[config.mk]
export PLATFORM = sky130hd
export DESIGN_NAME = stream_mux_n
export DESIGN_NICKNAME = d
export VERILOG_FILES = /design/src/rtl/stream_mux_n.sv
export SDC_FILE = /design/constraint.sdc
export NUM_CORES = 1
export LEC_CHECK = 0
export ABC_AREA = 1
export BUFFER_PORTS_ARGS = -buffer_cell sky130_fd_sc_hd__buf_2
export CAP_MARGIN = 25
export CORE_MARGIN = 8
export CORE_UTILIZATION = 24
export DETAILED_ROUTE_END_ITERATION = 7
export MAX_ROUTING_LAYER = met4
export PLACE_DENSITY = 0.57
export SYNTH_ARGS = -nofsm -noshare
export SYNTH_HDL_FRONTEND = slang
export SYNTH_SLANG_ARGS = --single-unit
[constraint.sdc]
create_clock -name clk -period 1.5 [get_ports clk]
set_input_delay 0.3 -clock clk [delete_from_list [all_inputs] [get_ports clk]]
set_output_delay 0.3 -clock clk [all_outputs]
set_load 0.05 [all_outputs]
[src/rtl/stream_mux_n.sv]
// stream_mux_n: N-input, W-bit valid/ready stream multiplexer with a
// registered output stage.
//   MODE = 0 : channel picked by the sel port (sel >= N picks nothing)
//   MODE = 1 : round-robin arbitration starting after the last granted channel
// Optional feature macro: MUX_PKT_LOCK_EN
//   When defined, a beat with in_last = 0 locks the mux onto its channel
//   until that channel delivers a beat with in_last = 1.
module stream_mux_n #(
    parameter  int N    = 4,
    parameter  int W    = 8,
    parameter  int MODE = 0,
    localparam int SW   = $clog2(N)
) (
    input  logic             clk,
    input  logic             rst,
    input  logic [N*W-1:0]   in_data,
    input  logic [N-1:0]     in_last,
    input  logic [N-1:0]     in_valid,
    output logic [N-1:0]     in_ready,
    input  logic [SW-1:0]    sel,
    output logic [W-1:0]     out_data,
    output logic             out_last,
    output logic             out_valid,
    input  logic             out_ready,
    output logic [SW-1:0]    grant
);

    logic          w_load;
    logic          w_chosen;
    logic          w_xfer;
    logic [SW-1:0] w_chan;
    logic [SW-1:0] w_rr_idx;
    logic [W-1:0]  w_data;
    logic          w_last;

    logic          r_valid;
    logic [W-1:0]  r_data;
    logic          r_last;
    logic [SW-1:0] r_grant;
    logic [SW-1:0] r_ptr;
`ifdef MUX_PKT_LOCK_EN
    logic          r_lock;
    logic [SW-1:0] r_lock_ch;
`endif

    // Output register can accept a new beat when empty or being drained now.
    assign w_load = !r_valid || out_ready;

    // Channel choice: external select or round-robin search, overridden by a held packet lock.
    always_comb begin
        w_chan   = '0;
        w_chosen = 1'b0;
        w_rr_idx = '0;
        if (MODE == 0) begin
            if (int'(sel) < N) begin
                w_chan   = sel;
                w_chosen = 1'b1;
            end
        end else begin
            // Walk from the farthest candidate back to ptr+1 so the nearest requester wins.
            for (int k = N; k >= 1; k--) begin
                w_rr_idx = SW'((int'(r_ptr) + k) % N);
                if (in_valid[w_rr_idx]) begin
                    w_chan   = w_rr_idx;
                    w_chosen = 1'b1;
                end
            end
        end
`ifdef MUX_PKT_LOCK_EN
        if (r_lock) begin
            w_chan   = r_lock_ch;
            w_chosen = 1'b1;
        end
`endif
    end

    // Data and last of the chosen channel.
    always_comb begin
        w_data = '0;
        w_last = 1'b0;
        for (int k = 0; k < N; k++) begin
            if (w_chan == SW'(k)) begin
                w_data = in_data[k*W +: W];
                w_last = in_last[k];
            end
        end
    end

    // Only the chosen channel sees ready; in_valid does not gate it.
    always_comb begin
        in_ready = '0;
        if (w_load && w_chosen) begin
            in_ready[w_chan] = 1'b1;
        end
    end

    assign w_xfer = w_load && w_chosen && in_valid[w_chan];

    // Output register, round-robin pointer and packet lock; reset drops any beat in flight.
    always_ff @(posedge clk) begin
        if (rst) begin
            r_valid   <= 1'b0;
            r_data    <= '0;
            r_last    <= 1'b0;
            r_grant   <= '0;
            r_ptr     <= SW'(N - 1);
`ifdef MUX_PKT_LOCK_EN
            r_lock    <= 1'b0;
            r_lock_ch <= '0;
`endif
        end else if (w_load) begin
            r_valid <= w_xfer;
            if (w_xfer) begin
                r_data  <= w_data;
                r_last  <= w_last;
                r_grant <= w_chan;
                if (MODE == 1) begin
                    r_ptr <= w_chan;
                end
`ifdef MUX_PKT_LOCK_EN
                r_lock    <= !w_last;
                r_lock_ch <= w_chan;
`endif
            end
        end
    end

    assign out_valid = r_valid;
    assign out_data  = r_data;
    assign out_last  = r_last;
    assign grant     = r_grant;

endmodule

# Word level (Yosys, flattened, before mapping)
# Cells that the tools add are included.
# Widths: inputs -> output; s select.
[op_classes] magnitude_cmp=2 n_eq_ne=3 n_mux=13 n_reduce_logical=6
[op_table] cell="$mux 8" n=4
[op_table] cell="$mux 1" n=6
[op_table] cell="$eq 2x2->1 const B" n=2
[op_table] cell="$mux 4" n=1
[op_table] cell="$lt 2x3->1 const B" n=1
[op_table] cell="$bmux 1 s2" n=1
[op_table] cell="$demux 1 s2" n=1
[op_table] cell="$eq 2x1->1 const B" n=1
[op_table] cell="$ge 2x1->1 const B" n=1
[op_table] cell="$logic_and 1x1->1" n=2
[op_table] cell="$logic_not 2->1" n=1
[op_table] cell="$reduce_and 2->1" n=1
[op_table] cell="$logic_not 1->1" n=1
[op_table] cell="$logic_or 1x1->1" n=1
[totals] regBits=12

# Logic depth before layout (Yosys ltp)
[depth] depth_word=5 ltp_mapped=10 depth_no_buf=9

# Worst setup path after synthesis
# OpenSTA, ideal clock, no wires.
[synth_timing] path_kind="register to output" start="register r_valid, in the netlist out_valid" end="output in_ready[0]" arrival_time_ps=1911 t_required_ps=1200 setup_slack_ps=-711 stages_incl_launch_ff=6 path_buffers=1 cell_sequence="dfxtp_1 inv_1 or2_1 buf_4 inv_1 nor3_1"
[synth_between] elab_chain_len=3
[synth_rtl] item="from (decl)" line="36" text="logic r_valid;"
[synth_rtl] item="from (signal assigned)" line="112" text="r_valid <= w_xfer;"
[synth_rtl] item="$logic_not 1->1" line="47" text="assign w_load = !r_valid || out_ready;"
[synth_rtl] item="$logic_or 1x1->1" line="47"
[synth_rtl] item="$mux 4" line="92" text="if (w_load && w_chosen) begin"
[synth_rtl] item="to (decl)" line="19" text="output logic [N-1:0] in_ready,"
# Every way passes these cells.

# Final worst setup path
[layout_timing] start="register r_valid, in the netlist out_valid" end="output in_ready[2]"
# The elaborated chain is that of the path after synthesis.

==> results.cfg <==
[logic_synthesis]
synth_edf_count = 0
synthesis.area_um2 = 876
synth_flop_cell = dfxtp_1
synth_top_area_share_pct = 27.4
synth.most_common_cell = nand2_1
syn_avg_cell_area_um2 = 6.17
synth_cell_types = 22
synthTopCellsByArea = dfxtp_1, nand2_1, nor2_2
syn_inst = 142
yosys.area.top_type = dfxtp_1
synth_commonest_cells = nand2_1, inv_1, dfxtp_1, nor2_2, nor2_1
syn-num-nets = 187
yosysSeqAreaShare_pct = 27.4
synthArstFlopShare_pct = 0
ys_ff_latch = 12
yosysWarnings = 0

[drt]
drc = 0
vias = 1018
antenna_left = 0
dr.pass1.iters = 4
routed_wl_um = 2700
drt_iter0_drc = 43
wl_per_cell_um = 10.7
vias_per_cell = 4.04

[run]
maxCapViolCount = 0

[cts]
insertion_delay_ns = 0.27
cts_hold_buffers = 0
clock_tree.buffer_depth = 2
h-tree-depth = 1
numCtsBuffers = 3
cts_tree = built
ctsRootBufferMaster = clkbuf_4
cts_sinks = 12
post_cts_buffers = 0
clkTransAtPathRegs_ns = 0.08

[pwr]
finalPower_mw = 1.09
powerDensity_nw_per_um2 = 823
vdd_drop_max_v = 0.000234
leakagePower_nw = 0.702

[worst_setup_path]
crit_path_end = in_ready[2]
worstReg2RegStart = out_valid
crit_path_start_kind = register
cp_max_fo = 5
path_class = register to output port
r2r-end = out_data[7]
reg2reg_slack_ns = 0.31
crit_start = out_valid
cp_data_required_time_ns = 1.20
crit_path_end_kind = output port
r2r.worst_path.cells = 7
crit_arrival_ns = 1.17

[final_layout]
fillCellCount = 417
post-route-util_pct = 37.0
antenna_cells = 0
syn2layout_area_growth_pct = 51.1
layout-drive-gt1-share_pct = 47.1
layout.nets = 250

[timing]
rsz0062_at_grt = yes
final.min_clock_period_ns = 1.47
worst_slew_pin_slew_ns = 0.379
setup_slack_ns = 0.0311
final_hold_viol_count = 0
slew_headroom_pct = 74.7
post-route-period-util_pct = 97.9
setup_viol = 0
max_freq_ghz = 0.681
fin_skew_ns = 0.00374
final_max_slew_viol_count = 0
finalSetupTns_ns = 0

[die]
die_w_um = 76.4
die_height_um = 76.4
core_area_um2 = 3580
num_io_pins = 61
rows = 22
initial_core_util_pct = 24.5
die_area_um2 = 5840

[global_routing]
grt_pass1_vias = 1067
grt_overflow = 0
grt_max_degree = 20
antenna_found_initial = 0
grt_util_all_layers_pct = 9.98
grt_pass1_wl_um = 4840

[hold_path]
hp-start = in_last[2]
hp-class = primary input to register
hold_depth = 5

[placed_design]
dp_slack_ns = 0.0919
dp_hpwl_um = 2270
numPortBuffers = 60
gp_congestion = 0.725

[status]
status = complete, no violations
per-layer routing:
| layer | up-vias | track usage (%) | routed length, um |
|---|---|---|---|
| li1 | 560 | - | - |
| met1 | 421 | 12.9 | 1370 |
| met2 | 33 | 14.7 | 1190 |
| met3 | 4 | 2.00 | 109 |
| met4 | 0 | 4.04 | 34 |
| met5 | - | - | 0 |
registers in the layout (all words and copies together), names as in the netlist:
register	cells
grant	2
out_data	8
out_last	1
out_valid	1
through the flow:
step	hold WS [ns]	area [um2]	cells
after detailed placement	0.453	1270	249
after global routing	0.395	1320	252
after global placement	0.449	1270	249
final	0.370	1320	252
after CTS	0.371	1320	252
after floorplan	0.466	913	142
layout by cell type, fill, tap and decap left out, drive strengths merged:
cell type	instances
nor3	3
a21oi	2
buf	63
or2	1
dfxtp	12
clkinv	1
nor2	23
nand3	2
nand2	67
clkbuf	4
inv	16
nand4	9
o21ai	1
cells by family after synthesis:
kind of cell | Yosys count | share of synthesized area [%]
simple gates | 105 | 56.1
buf+inv | 22 | 14.3
flops | 12 | 27.4
compound gates | 3 | 2.14
area by class of cell:
cell class	count	area [um2]	area share, %
clock buffers	4	36.3	2.74
inverters	17	76.3	5.77
multi-input cells	108	549	41.5
flip-flops and latches	12	241	18.2
well taps	48	60.1	4.54
repair buffers	63	360	27.2
power by group:
| part | total, mW | switching (mW) | leakage, nW | internal [mW] |
|---|---|---|---|---|
| Combinational | 0.466 | 0.311 | 0.582 | 0.155 |
| Clock | 0.255 | 0.107 | 0.0210 | 0.147 |
| Sequential | 0.369 | 0.0158 | 0.0997 | 0.353 |
worst min path at each step:
| stage | to |
|---|---|
| global route | out_data[4] |
| floorplan | out_data[7] |
| finish | out_last |
| global placement | grant[1] |
| detailed placement | grant[1] |
| CTS | out_last |
worst max-delay path, cell delays in order (launching register included):
cell and delay [ns]:
dfxtp_2 0.33, inv_2 0.03, or2_4 0.25, inv_8 0.09, nor3_4 0.04, buf_6 0.16
timing repair:
action                                  4_1_cts  5_1_grt
endpoints found under the setup margin        4        4
gates resized for setup                      12        2
pin swaps                                     1        1
Power figures use the tool's default switching activity.
